==> config.mk <==
export PLATFORM = sky130hd
export DESIGN_NAME = disp_scan_driver
export DESIGN_NICKNAME = d
export VERILOG_FILES = /design/src/rtl/disp_scan_driver.sv
export SDC_FILE = /design/constraint.sdc
export NUM_CORES = 1
export LEC_CHECK = 0
export BUFFER_PORTS_ARGS = -buffer_cell sky130_fd_sc_hd__buf_2
export CAP_MARGIN = 40
export CORE_ASPECT_RATIO = 0.75
export CORE_UTILIZATION = 55
export CTS_CLUSTER_SIZE = 28
export DETAILED_ROUTE_END_ITERATION = 10
export HOLD_SLACK_MARGIN = 0.06
export PLACE_DENSITY = 0.76
export SETUP_SLACK_MARGIN = 0.4
export SKIP_LAST_GASP = 1
export SYNTH_ARGS = -nofsm -noshare
export SYNTH_HDL_FRONTEND = slang
export SYNTH_SLANG_ARGS = --single-unit
==> constraint.sdc <==
create_clock -name clk -period 2.2 [get_ports clk]
set_clock_uncertainty 0.15 [all_clocks]
set_input_delay 0.11 -clock clk [delete_from_list [all_inputs] [get_ports clk]]
set_output_delay 0.11 -clock clk [all_outputs]
set_load 0.03 [all_outputs]
==> src/rtl/disp_scan_driver.sv <==
// Two-digit common-anode 7-segment scan driver: captures a 14-bit segment word and
// time-multiplexes it onto a shared bus. Latency: outputs registered, one cycle behind scan state.
// Backpressure: none; Load_in is accepted on every non-reset cycle.
module disp_scan_driver #(
    parameter int REFRESH_DIV    = 4096,
    parameter int GAP_CYCLES     = 16,
    parameter int BLINK_DIV      = 32,
    parameter bit SEG_ACTIVE_LOW = 1'b1,
    parameter bit DIG_ACTIVE_LOW = 1'b1
) (
    input  logic        clk,
    input  logic        rst_n,
    input  logic [13:0] Disp_in,
    input  logic        Load_in,
    input  logic        Blank_in,
    input  logic        Blink_en_in,
    output logic [6:0]  Seg_out,
    output logic [1:0]  Dig_out,
    output logic        Frame_out
);

    localparam int MAX_LEN = (REFRESH_DIV > GAP_CYCLES) ? REFRESH_DIV : GAP_CYCLES;
    localparam int CW      = $clog2(MAX_LEN) + 1;
    localparam int FW      = $clog2(BLINK_DIV) + 1;

    localparam logic [CW-1:0] REF_LAST = CW'(REFRESH_DIV - 1);
    localparam logic [CW-1:0] GAP_LAST = CW'(GAP_CYCLES - 1);
    localparam logic [FW-1:0] FRM_LAST = FW'(BLINK_DIV - 1);
    localparam logic [6:0]    SEG_OFF  = SEG_ACTIVE_LOW ? 7'h7F : 7'h00;
    localparam logic [1:0]    DIG_OFF  = DIG_ACTIVE_LOW ? 2'b11 : 2'b00;

    typedef enum logic [1:0] {
        S_RIGHT  = 2'd0,
        S_GAP_RL = 2'd1,
        S_LEFT   = 2'd2,
        S_GAP_LR = 2'd3
    } state_t;

    state_t        state_q, state_d;
    logic [CW-1:0] cnt_q, cnt_d;
    logic [FW-1:0] frame_cnt_q, frame_cnt_d;
    logic          phase_q, phase_d;
    logic          pend_q, pend_d;
    logic [13:0]   disp_q, disp_d;
    logic [6:0]    seg_q, seg_d;
    logic [1:0]    dig_q, dig_d;
    logic          frame_q, frame_d;

    logic          slot_last;
    logic          wrap;
    logic [6:0]    seg_on;
    logic [1:0]    dig_on;

    always_comb begin
        state_d     = state_q;
        cnt_d       = cnt_q + CW'(1);
        frame_cnt_d = frame_cnt_q;
        phase_d     = phase_q;
        disp_d      = Load_in ? Disp_in : disp_q;
        seg_on      = 7'h00;
        dig_on      = 2'b00;

        if ((state_q == S_RIGHT) || (state_q == S_LEFT)) begin
            slot_last = (cnt_q == REF_LAST);
        end else begin
            slot_last = (cnt_q == GAP_LAST);
        end

        if (slot_last) begin
            cnt_d = '0;
            case (state_q)
                S_RIGHT:  state_d = S_GAP_RL;
                S_GAP_RL: state_d = S_LEFT;
                S_LEFT:   state_d = S_GAP_LR;
                default:  state_d = S_RIGHT;
            endcase
        end

        // A frame completes when the left-to-right gap hands back to the right digit.
        wrap   = (state_q == S_GAP_LR) && slot_last;
        pend_d = wrap;
        if (wrap) begin
            if (frame_cnt_q == FRM_LAST) begin
                frame_cnt_d = '0;
                phase_d     = ~phase_q;
            end else begin
                frame_cnt_d = frame_cnt_q + FW'(1);
            end
        end

        case (state_q)
            S_RIGHT: begin
                seg_on = disp_q[6:0];
                dig_on = 2'b01;
            end
            S_LEFT: begin
                seg_on = disp_q[13:7];
                dig_on = 2'b10;
            end
            default: begin
                seg_on = 7'h00;
                dig_on = 2'b00;
            end
        endcase

        if (Blank_in || (Blink_en_in && phase_q)) begin
            seg_on = 7'h00;
            dig_on = 2'b00;
        end

        seg_d   = seg_on ^ {7{SEG_ACTIVE_LOW}};
        dig_d   = dig_on ^ {2{DIG_ACTIVE_LOW}};
        frame_d = pend_q;
    end

    always_ff @(posedge clk) begin
        if (!rst_n) begin
            state_q     <= S_RIGHT;
            cnt_q       <= '0;
            frame_cnt_q <= '0;
            phase_q     <= 1'b0;
            pend_q      <= 1'b0;
            disp_q      <= '0;
            seg_q       <= SEG_OFF;
            dig_q       <= DIG_OFF;
            frame_q     <= 1'b0;
        end else begin
            state_q     <= state_d;
            cnt_q       <= cnt_d;
            frame_cnt_q <= frame_cnt_d;
            phase_q     <= phase_d;
            pend_q      <= pend_d;
            disp_q      <= disp_d;
            seg_q       <= seg_d;
            dig_q       <= dig_d;
            frame_q     <= frame_d;
        end
    end

    assign Seg_out   = seg_q;
    assign Dig_out   = dig_q;
    assign Frame_out = frame_q;

endmodule

-- Word-level counts from Yosys, hierarchy flattened
Index checks and enable logic that the tools add are counted.
Widths: inputs -> output; s select.
- register bits: 47
- output and inout bits: 10
- word-level logic and storage cells: 35
- add/sub/neg operators: 2
- eq/ne operators: 6
- multiplexer cells: 7
- bitwise logic cells: 4
- reduce and logical (&&, ||, !) cells: 7
- operators with widths (cell ; count):
    $pmux 7 s2 ; 1
    $add 13x1->13 const B ; 1
    $eq 13x12->1 const B ; 1
    $eq 13x4->1 const B ; 1
    $mux 7 ; 1
    $not 7->7 ; 1
    $add 6x1->6 const B ; 1
    $eq 6x5->1 const B ; 1
    $mux 6 ; 1
    $pmux 2 s3 ; 1
    $eq 2x2->1 const B ; 2
    $pmux 2 s2 ; 1
    $eq 2x1->1 const B ; 1
    $logic_and 1x1->1 ; 2
    $logic_not 2->1 ; 1
    $logic_or 1x1->1 ; 2
    $mux 2 ; 1
    $not 1->1 ; 2
    $not 2->2 ; 1
    $reduce_and 2->1 ; 1
    $reduce_or 2->1 ; 1
    $mux 1 ; 1

-- Longest topological paths before layout
- depth after elaboration: 5
- depth in mapped cells: 7
- gate-level depth less buffers: 6

-- Worst setup path before layout
Ideal clock, no wire load.
- kind: flip-flop to flip-flop
- start: register cnt_q[0]
- end: register frame_cnt_q[0]
- arrival time: 1.508 ns
- data required time: 1.979 ns
- slack: 0.471 ns
- cell stages (with the launch flop): 8
- period minus slack after synthesis: 1.729 ns
- path through: dfxtp_1 ha_1 nand3_1 nor2_1 o211ai_2 buf_4 or3_1 a21oi_1
- cells in the longest elaborated chain, start to end: 3
- elaborated cells on any way between the ends: 4
- those cells by class: eq/ne (2); mux (1); reduce/logical (1)
- RTL lines (element ; RTL line ; RTL):
    start, declared ; 40 ; logic [CW-1:0] cnt_q, cnt_d;
    start signal, assigned ; 129 ; cnt_q <= cnt_d;
    $eq 13x4->1 / $eq 13x12->1 (equally long branches) ; 66, 64 ;
    $mux 1 (*) ; 63 ; if ((state_q == S_RIGHT) || (state_q == S_LEFT)) begin
    $logic_and 1x1->1 (*) ; 80 ; wrap = (state_q == S_GAP_LR) && slot_last;
    end signal, assigned ; 130 ; frame_cnt_q <= frame_cnt_d;
    end, declared ; 41 ; logic [FW-1:0] frame_cnt_q, frame_cnt_d;
Every way passes the cells marked *; elsewhere a longest branch is shown, timed or not.
A chain may end at the register's enable or synchronous reset.

-- Worst setup path after layout
- start: register cnt_q[8]
- end: register frame_cnt_q[4]
The elaborated chain is that of the path after synthesis.

==> results_dict.tcl <==
set metrics [dict create \
    slowest_stage "or4_1" \
    leakage_nw 0.996 \
    gp_congestion 0.849 \
    floorplan.initialDensity_pct 57.6 \
    worstPathMaxFanout 5 \
    dieArea_um2 3690 \
    cp.arrival_ps 1940 \
    maxSlewHeadroom_pct 71.7 \
    clock-root-buffer "clkbuf_8" \
    path_buf_inv 1 \
    vias 1581 \
    rsz0062_at_grt "yes" \
    switchingPower_w 0.000342 \
    io-pin-count 29 \
    multi_input_area_um2 972 \
    diodes 0 \
    cp_top_family "simple AND/OR/NAND/NOR gates" \
    synth_nets 223 \
    antenna_found_initial 0 \
    clock_latency_ps 300 \
    synth.yosys.seq_area_share_pct 49.6 \
    dieHeight_um 52.8 \
    nNetsFinal 275 \
    ys_async_sr_fraction_pct 0 \
    synth.distinct_cells 37 \
    timing.final.hold_violations 0 \
    hold_path.class "in2reg" \
    synth_area_per_cell_um2 9.57 \
    synth-seq-cells 47 \
    max_freq_mhz 541 \
    die_w_um 69.8 \
    dp_hpwl_mm 2.56 \
    required_ps 2290 \
    peakVddDrop_v 0.000508 \
    tightest_slew_ps 424 \
    layout.area.seq_um2 963 \
    syn_area_um2 1900 \
    p_int_w 0.00121 \
    cts_tree "done" \
    coreArea_um2 3290 \
    routed_via_density 5.43 \
    fillCellCount 216 \
    clk_path_buf_depth 2 \
    track_usage_pct 23.1 \
    wl_mm 4.18 \
    power_frac_clock_pct 36.0 \
    swShare_pct 22.0 \
    fin_crit_ps 1850 \
    layout-drive-gt1-share_pct 28.3 \
    syn_inst 198 \
    htreeDepth 2 \
    wl_per_cell_um 14.4 \
    drc 0 \
    pwr-share-seq_pct 56.8 \
    finalCritPeriodShare_pct 84.1 \
    grt_pass1_vias 1442 \
    fp-row-count 18 \
    outcome "completed" \
    synth_edf_count 0 \
    setup_violations 0 \
    endpoint_kind "flop" \
    tns_ps 0 \
    drt_iter0_drc 97 \
    startpoint_type "flop" \
    detail-route-antenna-nets 0 \
    io_buffers 28 \
    grt.overflow.total 0 \
    grt_pass1_wl_mm 6.44 \
    yosysWarnings 0 \
    area_delta_synth_final_pct 31.1 \
    grt_max_degree 27 \
    ys.flop_type "dfxtp_1" \
    dp.cells 259 \
    comb_power_share_pct 7.2 \
    path_clk_slew_ps 80 \
    cts_num_sinks 47 \
    max_stage_delay_ps 390 \
    max_cap_viol_count 0 \
    finalWorstSetupSlack_ps 351 \
    path_cells "nor3b_4 -> and4_4 -> o211ai_4 -> buf_4 -> or4_1 -> a21oi_1" \
    final_cells 291 \
    pre_cts_slack_ps 104 \
    path_class "reg2reg" \
    cts_buffers 5 \
    drt_first_pass_iters 4 \
    power_density_nw_per_um2 627 \
    report.final.slew_viol_count 0 \
]
## flip-flops by register name, indices dropped and copies added, names as in the netlist
| name | flops |
|---|---|
| phase_q | 1 |
| Dig_out | 2 |
| state_q | 2 |
| cnt_q | 13 |
| disp_q | 14 |
| frame_cnt_q | 6 |
| Frame_out | 1 |
| frame_d | 1 |
| Seg_out | 7 |
## layout make-up
cell class,count,share of cell area (%)
multi-input combinational,134,39.1
sequential,47,38.8
timing repair buffer,53,14.7
clock buffer,8,4.03
tap,40,2.01
inverter,9,1.36
## through the flow
step | total power (W) | hold slack (ps) | utilization (%) | cell area [um^2]
2_1_floorplan | 0.000961 | 81.7 | - | 1900
3_3_place_gp | 0.000988 | 195 | 62.6 | 2060
3_5_place_dp | 0.000992 | 203 | 62.6 | 2060
4_1_cts | 0.00156 | 158 | 74.4 | 2450
5_1_grt | 0.00161 | 177 | 75.6 | 2480
6_report | 0.00156 | 149 | 75.6 | 2480
## worst reg2reg max path: stages, from the launching register on
cell and delay (ps):
dfxtp_4 370, nor3b_4 210, and4_4 270, o211ai_4 110, buf_4 160, or4_1 390, a21oi_1 130
## cell families after synthesis
logic type                 count (synthesis)  synth area share (%)
buffers and inverters                     17                  3.70
DFF                                       47                  49.6
adders and majority gates                  6                  3.96
muxes                                     17                  8.98
AOI/OAI and AO/OA                         23                  8.38
and+or+nand+nor                           77                  20.3
xor gates and xnor gates                  11                  5.08
## synthesized netlist by cell type, drive strengths merged, types with 4 or more instances
library cell  instances  area [um^2]
a21oi                 5         25.0
a22oi                 7         52.6
clkbuf                5         18.8
dfxtp                47          941
ha                    6         75.1
inv                   8         30.0
mux2i                17          170
nand2                 5         18.8
nand3                 6         35.0
nor2                 41          154
nor3                  5         30.0
o21ai                 4         20.0
or3                   6         37.5
xnor2                 9         78.8
## routing by layer
layer / up-vias / track usage [%] / wire length, um
met5: - / 0 / 0
met3: 14 / 5.38 / 202
met2: 42 / 39.3 / 2050
met4: 0 / 13.7 / 97
li1: 780 / - / -
met1: 745 / 27.2 / 1830
## layout by cell type (no fill, tap or decap), drive strengths merged, types with 7 or more instances in the layout
cell and count:
mux2i 17, buf 38, dfxtp 47, nor2 41
clkbuf 8, inv 8, a22oi 7, xnor2 9
dlygate4sd3 15
## worst paths after layout
path                                          start                          end  slack (ps)  cells after the start
worst max-delay path            cnt_q[8]$_SDFF_PP0_  frame_cnt_q[4]$_SDFFE_PN0P_         350                      6
worst min-delay path                       Blank_in        Dig_out[0]$_SDFF_PN1_         150                      4
worst max register to register  cnt_q[8]$_SDFF_PP0_  frame_cnt_q[4]$_SDFFE_PN0P_         350                      6
worst min register to register   frame_d$_SDFF_PN0_         Frame_out$_SDFF_PN0_         290                      1
## power by group through the flow
stage,logic [W],clock network [W],registers (W)
finish,0.000113,0.000560,0.000885
global route,0.000122,0.000597,0.000888
CTS,0.000110,0.000565,0.000885
detailed placement,0.0000862,0,0.000906
global placement,0.0000832,0,0.000904
floorplan,0.0000495,0,0.000911
## what timing repair did
action	4_1_cts	5_1_grt
hold buffers	15	0
endpoints found under the hold margin	16	0
setup buffers	7	2
gates resized for setup	24	8
setup endpoints to repair	18	25
pin swaps	6	5
Note: power is estimated with default switching activity, not from simulation.
